===== src/rtl/mac_pkg.sv =====
// Shared MAC definitions: TX framer states, CRC-32 constants and the byte-wide
// reflected CRC-32 update used by both the TX framer and the RX checker.
package mac_pkg;

  typedef enum logic [2:0] {
    S_IDLE = 3'd0,
    S_PRE  = 3'd1,
    S_DATA = 3'd2,
    S_PAD  = 3'd3,
    S_FCS  = 3'd4,
    S_IFG  = 3'd5
  } tx_state_e;

  localparam logic [31:0] CRC32_POLY    = 32'hEDB8_8320;
  localparam logic [31:0] CRC32_INIT    = 32'hFFFF_FFFF;
  localparam logic [31:0] CRC32_RESIDUE = 32'hDEBB_20E3;
  localparam logic [63:0] PREAMBLE_SFD  = 64'h5555_5555_5555_55D5;

  // IEEE 802.3 CRC-32, reflected form: one byte folded in LSB first
  function automatic logic [31:0] crc32_byte(input logic [31:0] crc, input logic [7:0] data);
    logic [31:0] c;
    c = crc ^ {24'h00_0000, data};
    for (int i = 0; i < 8; i++) begin
      if (c[0]) begin
        c = (c >> 1) ^ CRC32_POLY;
      end else begin
        c = c >> 1;
      end
    end
    return c;
  endfunction

endpackage


===== src/rtl/mac_crc32_d8.sv =====
// Registered byte-wide CRC-32 accumulator; init wins over enable.
// crc_out is the raw register, the caller inverts it to form the FCS.
module mac_crc32_d8
  import mac_pkg::*;
(
  input  logic        clk,
  input  logic        logic_rst,
  input  logic        init,
  input  logic        enable,
  input  logic [7:0]  data,
  output logic [31:0] crc_out
);

  // CRC register: re-seeded on init, advanced by one byte on enable
  always_ff @(posedge clk or posedge logic_rst) begin
    if (logic_rst) begin
      crc_out <= CRC32_INIT;
    end else if (init) begin
      crc_out <= CRC32_INIT;
    end else if (enable) begin
      crc_out <= crc32_byte(crc_out, data);
    end else begin
      crc_out <= crc_out;
    end
  end

endmodule


===== src/rtl/mac_tx_crc_append.sv =====
// MAC transmit framer: AXI-stream bytes in, GMII bytes out with preamble/SFD,
// zero padding to MIN_FRAME, appended FCS and a forced inter-frame gap.
module mac_tx_crc_append
  import mac_pkg::*;
#(
  parameter int          MIN_FRAME = 32'd60,
  parameter int          IFG_BYTES = 32'd12,
  parameter logic [63:0] PREAMBLE  = PREAMBLE_SFD
) (
  input  logic       clk,
  input  logic       logic_rst,
  input  logic [7:0] mac_data_in,
  input  logic       mac_valid_in,
  output logic       mac_ready_out,
  input  logic       mac_last_in,
  input  logic       mac_user_in,
  output logic [7:0] phy_txd_out,
  output logic       phy_tvalid_out,
  output logic       phy_terr_out
);

  tx_state_e   state_r;
  logic [15:0] phase_cnt_r;
  logic [15:0] byte_cnt_r;
  logic        err_r;
  logic        ready_r;
  logic [7:0]  txd_r;
  logic        tvalid_r;
  logic        terr_r;

  logic        crc_init_s;
  logic        crc_en_s;
  logic [7:0]  crc_data_s;
  logic [31:0] crc_s;
  logic [31:0] fcs_s;
  logic [15:0] cnt_inc_s;
  logic        need_pad_s;
  logic        ifg_done_s;
  logic [7:0]  pre_byte_s;
  logic [7:0]  fcs_byte_s;

  assign mac_ready_out  = ready_r;
  assign phy_txd_out    = txd_r;
  assign phy_tvalid_out = tvalid_r;
  assign phy_terr_out   = terr_r;

  assign fcs_s      = ~crc_s;
  assign crc_init_s = (state_r == S_PRE);
  assign cnt_inc_s  = (byte_cnt_r == 16'hFFFF) ? byte_cnt_r : byte_cnt_r + 16'd1;
  // Decided on the count after the current byte, both for the last data byte and each pad byte
  assign need_pad_s = int'({16'h0000, cnt_inc_s}) < MIN_FRAME;
  assign ifg_done_s = int'({16'h0000, phase_cnt_r}) >= (IFG_BYTES - 32'd1);

  // CRC feed: accepted payload bytes and pad zeros only, never the preamble
  always_comb begin
    crc_en_s   = 1'b0;
    crc_data_s = 8'h00;
    case (state_r)
      S_DATA: begin
        crc_en_s   = mac_valid_in;
        crc_data_s = mac_data_in;
      end
      S_PAD: begin
        crc_en_s   = 1'b1;
        crc_data_s = 8'h00;
      end
      default: begin
        crc_en_s   = 1'b0;
        crc_data_s = 8'h00;
      end
    endcase
  end

  // Preamble byte selection, most significant byte first
  always_comb begin
    pre_byte_s = 8'h00;
    case (phase_cnt_r[2:0])
      3'd0:    pre_byte_s = PREAMBLE[63:56];
      3'd1:    pre_byte_s = PREAMBLE[55:48];
      3'd2:    pre_byte_s = PREAMBLE[47:40];
      3'd3:    pre_byte_s = PREAMBLE[39:32];
      3'd4:    pre_byte_s = PREAMBLE[31:24];
      3'd5:    pre_byte_s = PREAMBLE[23:16];
      3'd6:    pre_byte_s = PREAMBLE[15:8];
      3'd7:    pre_byte_s = PREAMBLE[7:0];
      default: pre_byte_s = 8'h00;
    endcase
  end

  // FCS byte selection, least significant byte first
  always_comb begin
    fcs_byte_s = 8'h00;
    case (phase_cnt_r[1:0])
      2'd0:    fcs_byte_s = fcs_s[7:0];
      2'd1:    fcs_byte_s = fcs_s[15:8];
      2'd2:    fcs_byte_s = fcs_s[23:16];
      2'd3:    fcs_byte_s = fcs_s[31:24];
      default: fcs_byte_s = 8'h00;
    endcase
  end

  mac_crc32_d8 u_crc (
    .clk       (clk),
    .logic_rst (logic_rst),
    .init      (crc_init_s),
    .enable    (crc_en_s),
    .data      (crc_data_s),
    .crc_out   (crc_s)
  );

  // Framing FSM with registered PHY outputs and ready
  always_ff @(posedge clk or posedge logic_rst) begin
    if (logic_rst) begin
      state_r     <= S_IDLE;
      phase_cnt_r <= 16'd0;
      byte_cnt_r  <= 16'd0;
      err_r       <= 1'b0;
      ready_r     <= 1'b0;
      txd_r       <= 8'h00;
      tvalid_r    <= 1'b0;
      terr_r      <= 1'b0;
    end else begin
      case (state_r)
        S_IDLE: begin
          terr_r  <= 1'b0;
          ready_r <= 1'b0;
          // Start of frame is only observed here; the byte is taken later in S_DATA
          if (mac_valid_in) begin
            state_r     <= S_PRE;
            txd_r       <= PREAMBLE[63:56];
            tvalid_r    <= 1'b1;
            phase_cnt_r <= 16'd1;
          end else begin
            txd_r    <= 8'h00;
            tvalid_r <= 1'b0;
          end
        end
        S_PRE: begin
          txd_r    <= pre_byte_s;
          tvalid_r <= 1'b1;
          terr_r   <= 1'b0;
          if (phase_cnt_r == 16'd7) begin
            state_r     <= S_DATA;
            ready_r     <= 1'b1;
            phase_cnt_r <= 16'd0;
          end else begin
            phase_cnt_r <= phase_cnt_r + 16'd1;
          end
        end
        S_DATA: begin
          tvalid_r <= 1'b1;
          if (mac_valid_in) begin
            txd_r      <= mac_data_in;
            terr_r     <= mac_user_in;
            err_r      <= err_r | mac_user_in;
            byte_cnt_r <= cnt_inc_s;
            if (mac_last_in) begin
              ready_r <= 1'b0;
              state_r <= need_pad_s ? S_PAD : S_FCS;
            end
          end else begin
            // Underrun: the frame keeps going on the wire but is marked bad
            txd_r  <= 8'h00;
            terr_r <= 1'b1;
            err_r  <= 1'b1;
          end
        end
        S_PAD: begin
          txd_r      <= 8'h00;
          tvalid_r   <= 1'b1;
          terr_r     <= 1'b0;
          byte_cnt_r <= cnt_inc_s;
          if (!need_pad_s) begin
            state_r <= S_FCS;
          end
        end
        S_FCS: begin
          txd_r    <= fcs_byte_s;
          tvalid_r <= 1'b1;
          terr_r   <= err_r;
          if (phase_cnt_r[1:0] == 2'd3) begin
            state_r     <= (IFG_BYTES == 32'd0) ? S_IDLE : S_IFG;
            phase_cnt_r <= 16'd0;
            err_r       <= 1'b0;
            byte_cnt_r  <= 16'd0;
          end else begin
            phase_cnt_r <= phase_cnt_r + 16'd1;
          end
        end
        S_IFG: begin
          txd_r      <= 8'h00;
          tvalid_r   <= 1'b0;
          terr_r     <= 1'b0;
          err_r      <= 1'b0;
          byte_cnt_r <= 16'd0;
          if (ifg_done_s) begin
            state_r     <= S_IDLE;
            phase_cnt_r <= 16'd0;
          end else begin
            phase_cnt_r <= phase_cnt_r + 16'd1;
          end
        end
        default: begin
          state_r     <= S_IDLE;
          phase_cnt_r <= 16'd0;
          byte_cnt_r  <= 16'd0;
          err_r       <= 1'b0;
          ready_r     <= 1'b0;
          txd_r       <= 8'h00;
          tvalid_r    <= 1'b0;
          terr_r      <= 1'b0;
        end
      endcase
    end
  end

endmodule


===== config.mk =====
export PLATFORM = sky130hd
export DESIGN_NAME = mac_tx_crc_append
export DESIGN_NICKNAME = d
export VERILOG_FILES = /design/src/rtl/mac_pkg.sv /design/src/rtl/mac_crc32_d8.sv /design/src/rtl/mac_tx_crc_append.sv
export SDC_FILE = /design/constraint.sdc
export NUM_CORES = 1
export LEC_CHECK = 0
export ABC_AREA = 0
export CORE_ASPECT_RATIO = 0.7
export CORE_MARGIN = 10
export CORE_UTILIZATION = 35
export DETAILED_ROUTE_END_ITERATION = 8
export HOLD_SLACK_MARGIN = 0.06
export SYNTH_ARGS = -nofsm -noshare
export SYNTH_HDL_FRONTEND = slang
export SYNTH_SLANG_ARGS = --single-unit

===== constraint.sdc =====
create_clock -name clk -period 2.37 [get_ports clk]
set_clock_uncertainty 0.15 [all_clocks]
set_input_delay 0.474 -clock clk [delete_from_list [all_inputs] [get_ports clk]]
set_output_delay 0.474 -clock clk [all_outputs]
set_load 0.01 [all_outputs]

# ---- Word-level counts from Yosys, hierarchy flattened
# Memory sizes are Yosys's and may differ from the RTL's.
# Index checks and enable logic that the tools add are counted.
dict set report op_classes {
  n_addsub 2
  magnitude_cmp 2
  n_eq_ne 17
  n_mux 59
  n_bitwise 15
  reduce_logical 13
}
# cell count
set op_table {}
lappend op_table {{$mux W32} 24}
lappend op_table {{$mux W16} 7}
lappend op_table {{$not A13 Y14} 8}
lappend op_table {{$pmux W16 S5} 1}
lappend op_table {{$pmux W16 S4} 1}
lappend op_table {{$pmux W8 S4} 2}
lappend op_table {{$add A16 B1 Y16 const B} 2}
lappend op_table {{$not A32 Y32} 1}
lappend op_table {{$xor A32 B8 Y32} 1}
lappend op_table {{$mux W3} 8}
lappend op_table {{$pmux W3 S6} 1}
lappend op_table {{$eq A16 B16 Y1 const B} 1}
lappend op_table {{$eq A16 B3 Y1 const B} 1}
lappend op_table {{$ge A16 B4 Y1 const B} 1}
lappend op_table {{$lt A16 B6 Y1 const B} 1}
lappend op_table {{$mux W8} 2}
lappend op_table {{$ne A2 B2 Y1 const B} 6}
lappend op_table {{$mux W1} 7}
lappend op_table {{$mux W7} 1}
lappend op_table {{$reduce_and A7 Y1} 1}
lappend op_table {{$eq A3 B2 Y1 const B} 2}
lappend op_table {{$eq A3 B3 Y1 const B} 2}
lappend op_table {{$pmux W1 S2} 3}
lappend op_table {{$pmux W1 S3} 2}
lappend op_table {{15 further kinds} 22}
dict set report totals {
  reg_bits 79
  rom_bits 8
  output_inout_bits 11
  word_cells 118
  n_memories 1
}
# memory words width read_ports rd_ports_with_merged_regs write_ports line
set memory_table {}
lappend memory_table {{(name not given)} 8 1 1 0 0 mac_tx_crc_append.sv:77} ;# case (phase_cnt_r[2:0])

# ---- Depth between registers and ports, before layout
dict set report logic_depth {
  ltp_word 35
  mapped_depth 9
  mapped_depth_nobuf 8
}

# ---- Cells and area by module
# A second synthesis with hierarchy kept.
dict set report hier_totals {
  cells_unflattened 534
  area_unflattened_um2 5332.6
}
# mod instances cells_each area_each_um2 seq_area_each_um2
set modules_own_cells {}
lappend modules_own_cells {mac_tx_crc_append 1 361 3066.7 1176.1}
lappend modules_own_cells {mac_crc32_d8 1 173 2265.9 840.8}

# ---- Worst setup path before layout
# No wires, ideal clock.
dict set report synth_path {
  path_kind {flip-flop to flip-flop}
  start {reg byte_cnt_r[0]}
  end {reg state_r[1]}
  setup_time_ns 0.065
  t_arrival_ns 2.078
  required_time_ns 2.155
  setup_slack_ns 0.077
  stages_incl_launch_ff 8
  path_buffers 0
  synth_period_minus_slack_ns 2.293
  path_cell_list {dfrtp_1 ha_1 nand3_1 nor4_2 mux2i_1 o211ai_1 nor4_2 a211o_1}
}
dict set report synth_via {
  elab_chain_len 7
  elab_cells_between_ends 10
}
# element line
set synth_rtl {}
lappend synth_rtl {{from (decl)} mac_tx_crc_append.sv:24} ;# logic [15:0] byte_cnt_r;
lappend synth_rtl {{from (signal assigned)} mac_tx_crc_append.sv:156} ;# byte_cnt_r <= cnt_inc_s;
lappend synth_rtl {{from (signal assigned)} mac_tx_crc_append.sv:172} ;# byte_cnt_r <= cnt_inc_s;
lappend synth_rtl {{$add A16 B1 Y16 or $eq A16 B16 Y1 (tied branches)} mac_tx_crc_append.sv:49} ;# assign cnt_inc_s = (byte_cnt_r == 16'hFFFF) ? byte_cnt_r : byte_cnt_r + 16'd1;
lappend synth_rtl {{$mux W16 *} mac_tx_crc_append.sv:49}
lappend synth_rtl {{$lt A16 B6 Y1 *} mac_tx_crc_append.sv:51} ;# assign need_pad_s = int'({16'h0000, cnt_inc_s}) < MIN_FRAME;
lappend synth_rtl {{$mux W3} mac_tx_crc_append.sv:159} ;# state_r <= need_pad_s ? S_PAD : S_FCS;
lappend synth_rtl {{$mux W3} mac_tx_crc_append.sv:157} ;# if (mac_last_in) begin
lappend synth_rtl {{$mux W3} mac_tx_crc_append.sv:152} ;# if (mac_valid_in) begin
lappend synth_rtl {{$pmux W3 S6} mac_tx_crc_append.sv:123} ;# case (state_r)
lappend synth_rtl {{to (signal assigned)} mac_tx_crc_append.sv:159}
lappend synth_rtl {{to (signal assigned)} mac_tx_crc_append.sv:182} ;# state_r <= (IFG_BYTES == 32'd0) ? S_IDLE : S_IFG;
lappend synth_rtl {{to (decl)} mac_tx_crc_append.sv:22} ;# tx_state_e state_r;
# Every way passes the cells marked *; elsewhere a longest branch is shown, timed or not. The select of a mux whose other input is x is not followed.
# A chain may end at the register's enable or synchronous reset.

# ---- Final worst setup path
dict set report layout_path {
  start {reg state_r[2]}
  end {reg u_crc.crc_out[1]}
}
dict set report layout_via {
  elab_chain_len 28
  elab_cells_between_ends 32
}
# element line
set layout_rtl {}
lappend layout_rtl {{$eq A3 B2 Y1} mac_tx_crc_append.sv:58} ;# case (state_r)
lappend layout_rtl {{$mux W8} mac_tx_crc_append.sv:58}
lappend layout_rtl {{$xor A32 B8 Y32} mac_pkg.sv:22} ;# c = crc ^ {24'h00_0000, data};
lappend layout_rtl {{$mux W32} mac_pkg.sv:24} ;# if (c[0]) begin
lappend layout_rtl {{$mux W32} mac_crc32_d8.sv:20} ;# end else if (enable) begin
lappend layout_rtl {{$mux W32} mac_crc32_d8.sv:18} ;# end else if (init) begin
lappend layout_rtl {{$mux W32} mac_pkg.sv:24}
lappend layout_rtl {{$mux W32} mac_crc32_d8.sv:20}
lappend layout_rtl {{(+12 left out)} -}
lappend layout_rtl {{$mux W32} mac_crc32_d8.sv:20}
lappend layout_rtl {{$mux W32} mac_crc32_d8.sv:18}
lappend layout_rtl {{$mux W32} mac_pkg.sv:24}
lappend layout_rtl {{$mux W32} mac_crc32_d8.sv:20}
lappend layout_rtl {{$mux W32} mac_crc32_d8.sv:18}
lappend layout_rtl {{$mux W32} mac_pkg.sv:24}
lappend layout_rtl {{$mux W32} mac_crc32_d8.sv:20}
lappend layout_rtl {{$mux W32} mac_crc32_d8.sv:18}
lappend layout_rtl {{to (signal assigned)} mac_crc32_d8.sv:21} ;# crc_out <= crc32_byte(crc_out, data);
lappend layout_rtl {{to (signal assigned)} mac_crc32_d8.sv:23} ;# crc_out <= crc_out;
lappend layout_rtl {{to (decl)} mac_crc32_d8.sv:11} ;# output logic [31:0] crc_out
# Parallel ways exist; a longest one is shown, timed or not. The select of a mux whose other input is x is not followed.

==> metrics.md <==
| Metric | Value |
|---|---|
| Status | `finished, final reports clean` |
| Top FF cell, synth | `dfrtp_1` |
| Core area | `14700 um2` |
| Synth Net Count | `603` |
| IO buf count | `23` |
| Worst Setup SP | `state_r[2]$_DFFE_PP0P_` |
| RePlAce Congestion | `0.910` |
| # rows | `37` |
| Hold WC Path Type | `register to register` |
| Vias in the first global route | `about 4600` |
| Max FO, Critical Path | `10` |
| Layout area overhead | `29.2%` |
| Root Driver | `clkbuf_16` |
| Most area-hungry cell type in the Yosys netlist | `dfrtp_1` |
| Worst-skew pair later-pin latency | `between 0.3 and 0.4 ns` |
| Total inserted antenna cells | `0` |
| Routed WL | `15300 um` |
| Relative slew slack | `0.585` |
| Area after DPL | `6300 um2` |
| H-tree levels | `3` |
| Top cell type's share of synthesized area | `0.225` |
| Crit. End Element | `register` |
| Remaining antenna violation count | `0` |
| Reg clk slew, reported paths | `roughly 0.070 ns` |
| Chip Height | `122 um` |
| R2R depth | `8` |
| GR Overflow Total | `0` |
| Nets | `696` |
| Tmin final | `2.29 ns` |
| Post-layout util | `0.460` |
| Top cells by area, synth | `dfrtp_1 (22%), dfstp_2 (16%), xnor2_1 (8.4%)` |
| Critical path startpoint category | `register` |
| Most frequent cells in the layout | `buf_4 (89), nor2_1 (72), a21oi_1 (54)` |
| Total of max-cap violations | `0` |
| First-pass GRT wire length | `approximately 25000 um` |
| EDFF count, synth | `0` |
| Synthesized area | `5230 um2` |
| Peak supply drop | `0.687 mV` |
| Final Max Tran Viols | `0` |
| Critical R2R Launch | `state_r[2]$_DFFE_PP0P_` |
| GR Util All Layers | `0.149` |
| Post-CTS Hold Fix Bufs | `0` |
| RR Endpoint | `u_crc.crc_out[1]$_DFFE_PP1P_` |
| Number of placed I/O pins | `24` |
| Syn_area_per_cell | `8.97 um2` |
| F_max | `437 MHz` |
| Yosys cell types | `65` |
| Fin area | `6760 um2` |
| Worst EP required | `2.49 ns` |
| Post-route setup TNS | `0 ns` |
| Unrepaired setup endpoints after global routing | `true` |
| Largest net degree at the start of global routing | `33` |
| Commonest non-fill, non-tap cell in the layout | `buf_4` |
| Flop-to-flop setup slack | `0.08 ns` |
| Part of the cycle the worst path needs | `0.965` |
| Final hold violations | `0` |
| Clock sink count | `79` |
| Die width | `166 um` |
| CTS tree | `done` |
| Detailed Routing Iterations Pass 1 | `5` |
| Final setup viols | `0` |
| Register area share after synthesis | `0.386` |
| Detailed Place HPWL | `between 10000 and 15000 um` |
| Cell Pwr Density | `1530 nW/um2` |
| Die area | `20300 um2` |
| Initial antenna violation count | `0` |
| Hold slack final | `between 0.3 and 0.4 ns` |
| Via-per-instance ratio | `approximately 5.4` |
| Initial core utilization | `0.356` |
| Data arrival, critical path | `2.41 ns` |
| Via count | `4741` |
| CTS buffer count | `9` |
| Per-cell routed wire length | `17.5 um` |
| Setup crit end | `u_crc.crc_out[1]$_DFFE_PP1P_` |
| Synth Register Bits | `between 70 and 80` |
| YS warnings | `0` |
| Layout cell share with drive strength beyond 1 | `0.264` |
| DRC Markers | `0` |
| Synth async-reset ratio | `1.00` |
| Kind of critical path | `register to register` |
| Maximum buffer depth of the clock tree | `2` |
| Mapped Cells | `slightly below 600` |
| Leakage power | `0.00279 uW` |
| Initial DRC count | `591` |
| Measured slew at the worst slew-check pin | `0.622 ns` |
stage by stage:
stage,total power [uW],instances,setup WS (ns)
CTS,10300,873,0.0206
floorplan,6740,583,0.0768
global placement,8530,857,-0.171
detailed placement,8670,857,-0.181
global route,11100,876,-0.0331
finish,10400,876,0.0836
flip-flops by register name, indices dropped and copies added (netlist names):
signal,cells
state_r,3
byte_cnt_r,16
err_r,1
phy_tvalid_out,1
phy_txd_out,8
phy_terr_out,1
phase_cnt_r,16
u_crc.crc_out,32
mac_ready_out,1
worst max-delay path, stage by stage, from the launching register on:
cell	delay [ns]
dfrtp_1	0.49
nor3b_4	0.25
buf_4	0.21
nand2_1	0.08
xor2_1	0.43
xnor2_1	0.16
buf_4	0.17
xnor2_1	0.12
o22a_1	0.16
layer usage:
metal  global-route usage  part of all wire
met1                0.211              0.49
met2                0.225              0.44
met3               0.0380             0.064
met4               0.0331             0.012
met5                    0                 0
power breakdown:
part | switching [uW] | leakage, uW | internal [uW]
clock | 614 | 0.000155 | 889
sequential | 450 | 0.000953 | 2120
combinational | 3060 | 0.00169 | 3230
total | 4130 | 0.00279 | 6240
what timing repair did:
| action | 4_1_cts | 5_1_grt |
|---|---|---|
| setup endpoints to repair | 3 | 11 |
| gates resized for setup | 1 | 20 |
| cloned | 0 | 0 |
| endpoints found under the hold margin | 0 | 0 |
| buffers inserted | 0 | 3 |
| pin swaps | 0 | 5 |
worst min path at each step:
stage | startpoint | depth (start not counted) | to | slack, ns
final | u_crc.crc_out[24]$_DFFE_PP1P_ | 2 | u_crc.crc_out[24]$_DFFE_PP1P_ | 0.36
after detailed placement | u_crc.crc_out[24]$_DFFE_PP1P_ | 2 | u_crc.crc_out[24]$_DFFE_PP1P_ | 0.35
after global routing | u_crc.crc_out[29]$_DFFE_PP1P_ | 2 | u_crc.crc_out[29]$_DFFE_PP1P_ | 0.39
after CTS | u_crc.crc_out[26]$_DFFE_PP1P_ | 2 | u_crc.crc_out[26]$_DFFE_PP1P_ | 0.36
after floorplan | u_crc.crc_out[24]$_DFFE_PP1P_ | 2 | u_crc.crc_out[24]$_DFFE_PP1P_ | 0.33
after global placement | u_crc.crc_out[24]$_DFFE_PP1P_ | 2 | u_crc.crc_out[24]$_DFFE_PP1P_ | 0.34
cell families (layout without fill, tap and decap cells):
family / after synthesis / in the layout / share of synthesized area
muxes: 4 / 4 / 0.00789
DFF: 79 / 79 / 0.386
AOI/OAI and AO/OA: 163 / 163 / 0.190
and+or+nand+nor: 186 / 186 / 0.181
buffers and inverters: 51 / 149 / 0.0411
xor gates and xnor gates: 93 / 93 / 0.177
adders and majority gates: 7 / 7 / 0.0167
synthesized netlist by cell type, drive strengths merged (6+ instances only):
library cell   n
a31oi          9
clkbuf        23
nand2b         6
o22ai         14
inv           15
nor2          75
nand3         18
and3           6
o21bai         6
dfrtp         47
nand2         37
xor2          33
o21ai         42
nand4         13
a211oi         7
xnor2         56
ha             7
nor4          10
dfstp         32
a21oi         54
o31ai          6
buf           12
final cells by class:
| class | instances | area (um2) |
|---|---|---|
| clock buffer | 11 | 254 |
| timing repair buffer | 117 | 998 |
| multi-input combinational | 453 | 3110 |
| fill | 1362 | 7920 |
| inverter | 16 | 63.8 |
| sequential | 79 | 2020 |
| clock inverter | 5 | 65.1 |
| tap | 195 | 244 |
Note: power is estimated with default switching activity, not from simulation.
